## config.mk

```make
export PLATFORM = sky130hd
export DESIGN_NAME = emulador_teclado
export DESIGN_NICKNAME = d
export VERILOG_FILES = /design/src/rtl/emulador_teclado.sv
export SDC_FILE = /design/constraint.sdc
export NUM_CORES = 1
export LEC_CHECK = 0
export CAP_MARGIN = 10
export CELL_PAD_IN_SITES_DETAIL_PLACEMENT = 1
export CELL_PAD_IN_SITES_GLOBAL_PLACEMENT = 2
export CORE_MARGIN = 4
export CORE_UTILIZATION = 37
export DETAILED_ROUTE_END_ITERATION = 10
export PLACE_DENSITY = 0.91
export SLEW_MARGIN = 15
export SYNTH_ARGS = -nofsm -noshare
export SYNTH_HDL_FRONTEND = slang
export SYNTH_SLANG_ARGS = --single-unit
```

## constraint.sdc

```tcl
create_clock -name clk_i -period 7.1 [get_ports clk_i]
set_input_delay 0.71 -clock clk_i [delete_from_list [all_inputs] [get_ports clk_i]]
set_output_delay 0.71 -clock clk_i [all_outputs]
set_load 0.01 [all_outputs]
```

## src/rtl/emulador_teclado.sv

```systemverilog
// Keypad press emulator: drives a scanned 4x4 keypad interface as if a key were
// pressed, with contact bounce, a stable hold and a release pause per key code.
module emulador_teclado #(
    parameter int unsigned REBOTE_CICLOS  = 4,
    parameter int unsigned PRESION_CICLOS = 64,
    parameter int unsigned PAUSA_CICLOS   = 16
) (
    input  logic       clk_i,
    input  logic       reset_i,
    input  logic [1:0] cuenta_i,
    input  logic       key_valid_i,
    input  logic [3:0] key_code_i,
    output logic       key_ready_o,
    output logic [3:0] pulso_teclas_o,
    output logic [1:0] dato_codificador_o,
    output logic       ocupado_o,
    output logic       tecla_fin_o
);

    typedef enum logic [1:0] {LIBRE, REBOTE, PRESION, PAUSA} estado_t;

    localparam logic [15:0] REBOTE_FIN  = 16'(REBOTE_CICLOS - 1);
    localparam logic [15:0] PRESION_FIN = 16'(PRESION_CICLOS - 1);
    localparam logic [15:0] PAUSA_FIN   = 16'(PAUSA_CICLOS - 1);

    estado_t     estado_reg;
    logic [15:0] cnt_reg;
    logic [3:0]  code_reg;
    logic        fin_reg;

    logic       coincide;
    logic [3:0] fila;
    logic [3:0] pulso;

    // First state at or after 'desde' whose length is nonzero; LIBRE when all are skipped.
    function automatic estado_t primer_estado(input estado_t desde);
        estado_t r;
        r = LIBRE;
        if (desde == REBOTE && REBOTE_CICLOS != 0)
            r = REBOTE;
        else if ((desde == REBOTE || desde == PRESION) && PRESION_CICLOS != 0)
            r = PRESION;
        else if (desde != LIBRE && PAUSA_CICLOS != 0)
            r = PAUSA;
        return r;
    endfunction

    always_ff @(posedge clk_i or negedge reset_i) begin
        if (!reset_i) begin
            estado_reg <= LIBRE;
            cnt_reg    <= 16'd0;
            code_reg   <= 4'h0;
            fin_reg    <= 1'b0;
        end else begin
            fin_reg <= 1'b0;
            case (estado_reg)
                LIBRE: begin
                    if (key_valid_i) begin
                        code_reg   <= key_code_i;
                        cnt_reg    <= 16'd0;
                        estado_reg <= primer_estado(REBOTE);
                        fin_reg    <= (primer_estado(REBOTE) == LIBRE);
                    end
                end
                REBOTE: begin
                    if (cnt_reg == REBOTE_FIN) begin
                        cnt_reg    <= 16'd0;
                        estado_reg <= primer_estado(PRESION);
                        fin_reg    <= (primer_estado(PRESION) == LIBRE);
                    end else begin
                        cnt_reg <= cnt_reg + 16'd1;
                    end
                end
                PRESION: begin
                    if (cnt_reg == PRESION_FIN) begin
                        cnt_reg    <= 16'd0;
                        estado_reg <= primer_estado(PAUSA);
                        fin_reg    <= (primer_estado(PAUSA) == LIBRE);
                    end else begin
                        cnt_reg <= cnt_reg + 16'd1;
                    end
                end
                PAUSA: begin
                    if (cnt_reg == PAUSA_FIN) begin
                        cnt_reg    <= 16'd0;
                        estado_reg <= LIBRE;
                        fin_reg    <= 1'b1;
                    end else begin
                        cnt_reg <= cnt_reg + 16'd1;
                    end
                end
                default: begin
                    cnt_reg    <= 16'd0;
                    estado_reg <= LIBRE;
                end
            endcase
        end
    end

    // Row lines follow the scanned column combinationally so a column change shows at once.
    assign coincide = (cuenta_i == code_reg[1:0]);
    assign fila     = 4'b0001 << code_reg[3:2];

    always_comb begin
        pulso = 4'b0000;
        case (estado_reg)
            REBOTE:  if (coincide && !cnt_reg[0]) pulso = fila;
            PRESION: if (coincide) pulso = fila;
            default: pulso = 4'b0000;
        endcase
    end

    assign key_ready_o        = (estado_reg == LIBRE);
    assign ocupado_o          = (estado_reg != LIBRE);
    assign pulso_teclas_o     = pulso;
    assign dato_codificador_o = (pulso != 4'b0000) ? code_reg[3:2] : 2'b00;
    assign tecla_fin_o        = fin_reg;

endmodule

```

==> flow_summary.ini <==
[power]
power_switching_uw = 203
powerDensity_nw_per_um2 = 308
p_clk_frac = 0.166
vdd_ir_drop_max_v = 0.000165
switching_share = 0.411
internal_power_uw = 291
pwr-share-comb = 0.466
p_leak_nw = 0.637
seqPwrFrac = 0.368

[worst_setup_path]
path_cells = clkdlybuf4s50_1 > xnor2_1 > o2111ai_1 > nor3_1 > clkdlybuf4s50_1
worstSetupPathType = in -> out
start_kind = input pin
r2r_cells = 5
cp_slowest_cell = clkdlybuf4s50_1
cp_max_fo = 6
rr_endpoint = cnt_reg[2]
path_common_cell = clkdlybuf4s50_1
cpPeakStageDelay_ns = 0.58
reg2reg_slack_ns = 4.41
reg2reg_from = cnt_reg[12]
endpoint = pulso_teclas_o[1]
crit_path_start = cuenta_i[1]
endpoint_kind = primary output
critical_path_required_ns = 6.39
crit_arrival_ns = 2.37

[clock_tree]
clockBufferDepth = 2
cts_tree = done
htreeDepth = 1
postCtsSetupBuffers = 0
clkTransAtPathRegs_ns = 0.08
ctsResizeCount = 0
cts_num_sinks = 23
numCtsBuffers = 3
cts-root-buf = clkbuf_8
hold_buffers = 0
clock_latency_ns = 0.26

[detailed_routing]
drt_iter0_markers = 35
dr.pass1.iters = 4
ant_nets = 0
vias = 1074
routed_wl_mm = 3.20
drc = 0
wl_per_cell_um = 15.9
vias_per_cell = 5.34

[timing]
finalHoldViolCount = 0
clock-skew-final_ns = 0.00352
fin_crit_sh = 0.433
slew_viol_final = 0
fin_hold_ws_ns = 0.415
rsz0062_at_grt = no
setup-tns-final_ns = 0
clock.fmax_ghz = 0.325
slew_headroom = 0.505
worst_pin_slew_ns = 0.742
setup_viol = 0
min_period_ns = 3.08

[worst_hold_path]
min_path_type = in -> async

[logic_synthesis]
synth.distinct_cells = 36
yosysTopAreaCellShare = 0.422
synth_common_cells = dfrtp_1, nor2_1, inv_1, nand2_1
synth_nets = 152
seq_area_frac_synth = 0.422
netlist_area_um2 = 1360
ys.flop_type = dfrtp_1
synth_top_area_cell = dfrtp_1
yosysMostFrequentCell = dfrtp_1
synth_warnings = 0
avgSynthCellArea_um2 = 9.88
synth_area_leaders = dfrtp_1, ha_1, xnor2_1, mux2_2, nor2_1
synthArstFlopShare = 1.00
netlist_instances = 138
synth_edf_count = 0
ys_ff_latch = 23

[finish]
insertedDiodeCount = 0
finalNetCount = 170
drive_above_1_share = 0.174
area_growth_syn_to_layout_pct = 17.4
final_cells = 201
largest_reg_flops = 16
fillers = 390

[placement]
io_buffers = 17
dpl.hpwl_mm = 2.50
place.gp.congestion = 0.759
dp_cells = 197

[global_route]
antenna_found_initial = 0
grt_pass1_vias = 1214
overflow = 0
grt_use_total = 0.165
grt_max_degree = 24
grt_pass1_wl_mm = 5.78

[die]
fp-row-count = 21
die_h_um = 68.7
chipWidth_um = 68.7
core_area_um2 = 3440
pin_count = 18
start_util = 0.396
die-area_um2 = 4720

[job]
maxCapViolCount = 0

[status]
outcome = finished clean
## critical path: cells and delay by family
family,cells,cell delay [ns]
xor+xnor,1,0.12
compound gates,1,0.26
buf+inv,2,1.06
simple gates,1,0.22
## how the worst min path moves through the flow
stage                              to  slack, ns
after detailed placement  code_reg[0]       0.52
after global placement     cnt_reg[1]       0.49
after floorplan            cnt_reg[0]       0.41
final                     code_reg[3]       0.41
after global routing      code_reg[3]       0.45
after CTS                 code_reg[0]       0.54
## power by group through the flow
stage	registers [mW]	logic, mW	clock network [mW]
after floorplan	0.177	0.177	0
after global placement	0.182	0.225	0
after detailed placement	0.185	0.235	0
after CTS	0.182	0.236	0.0845
after global routing	0.186	0.260	0.0898
final	0.182	0.230	0.0818
## placed cells by master, fill, tap and decap left out, drive strengths merged, types with 2 or more instances in the layout
cell	synthesis	layout
mux2	5	5
nor2b	2	2
o31ai	2	2
clkdlybuf4s50	0	16
or3b	2	2
ha	5	5
nor3	9	9
o41ai	2	2
dfrtp	23	23
clkbuf	2	4
nand3	4	4
xnor2	7	7
inv	10	10
a21oi	3	3
xor2	3	3
or3	3	3
nand4	5	5
o311ai	2	2
or4	4	4
nand2	10	10
o21ai	6	6
nor2	19	19
## per-stage QoR
stage / cell area, um^2 / utilization / total power [mW] / setup WS, ns
final: 1600 / 0.465 / 0.494 / 4.02
after detailed placement: 1560 / 0.454 / 0.420 / 4.02
after global placement: 1560 / 0.454 / 0.407 / 4.11
after global routing: 1600 / 0.465 / 0.537 / 3.82
after CTS: 1610 / 0.467 / 0.503 / 4.01
after floorplan: 1360 / - / 0.353 / 4.79
## layout make-up
type	count	area [um^2]	share of cell area
clock buffers	4	45.0	0.0281
inverters	10	37.5	0.0234
multi-input cells	101	721	0.450
flip-flops and latches	23	576	0.359
well taps	46	57.6	0.0359
repair buffers	17	165	0.103
## kinds of logic after synthesis
family                   count (synthesis)  synth area share
adder cells (fa/ha/maj)                  5            0.0459
XOR/XNOR                                10            0.0642
multiplexers                             5            0.0413
buffers and inverters                   14            0.0495
flip-flops                              23             0.422
AO/OA/AOI/OAI                           19             0.117
AND/OR/NAND/NOR                         62             0.260
## per-layer routing
| layer | share of wire | track usage |
|---|---|---|
| met1 | 0.44 | 0.202 |
| met2 | 0.52 | 0.292 |
| met3 | 0.023 | 0.0194 |
| met4 | 0.016 | 0.0657 |
| met5 | 0 | 0 |
Note: power is estimated with default switching activity, not from simulation.
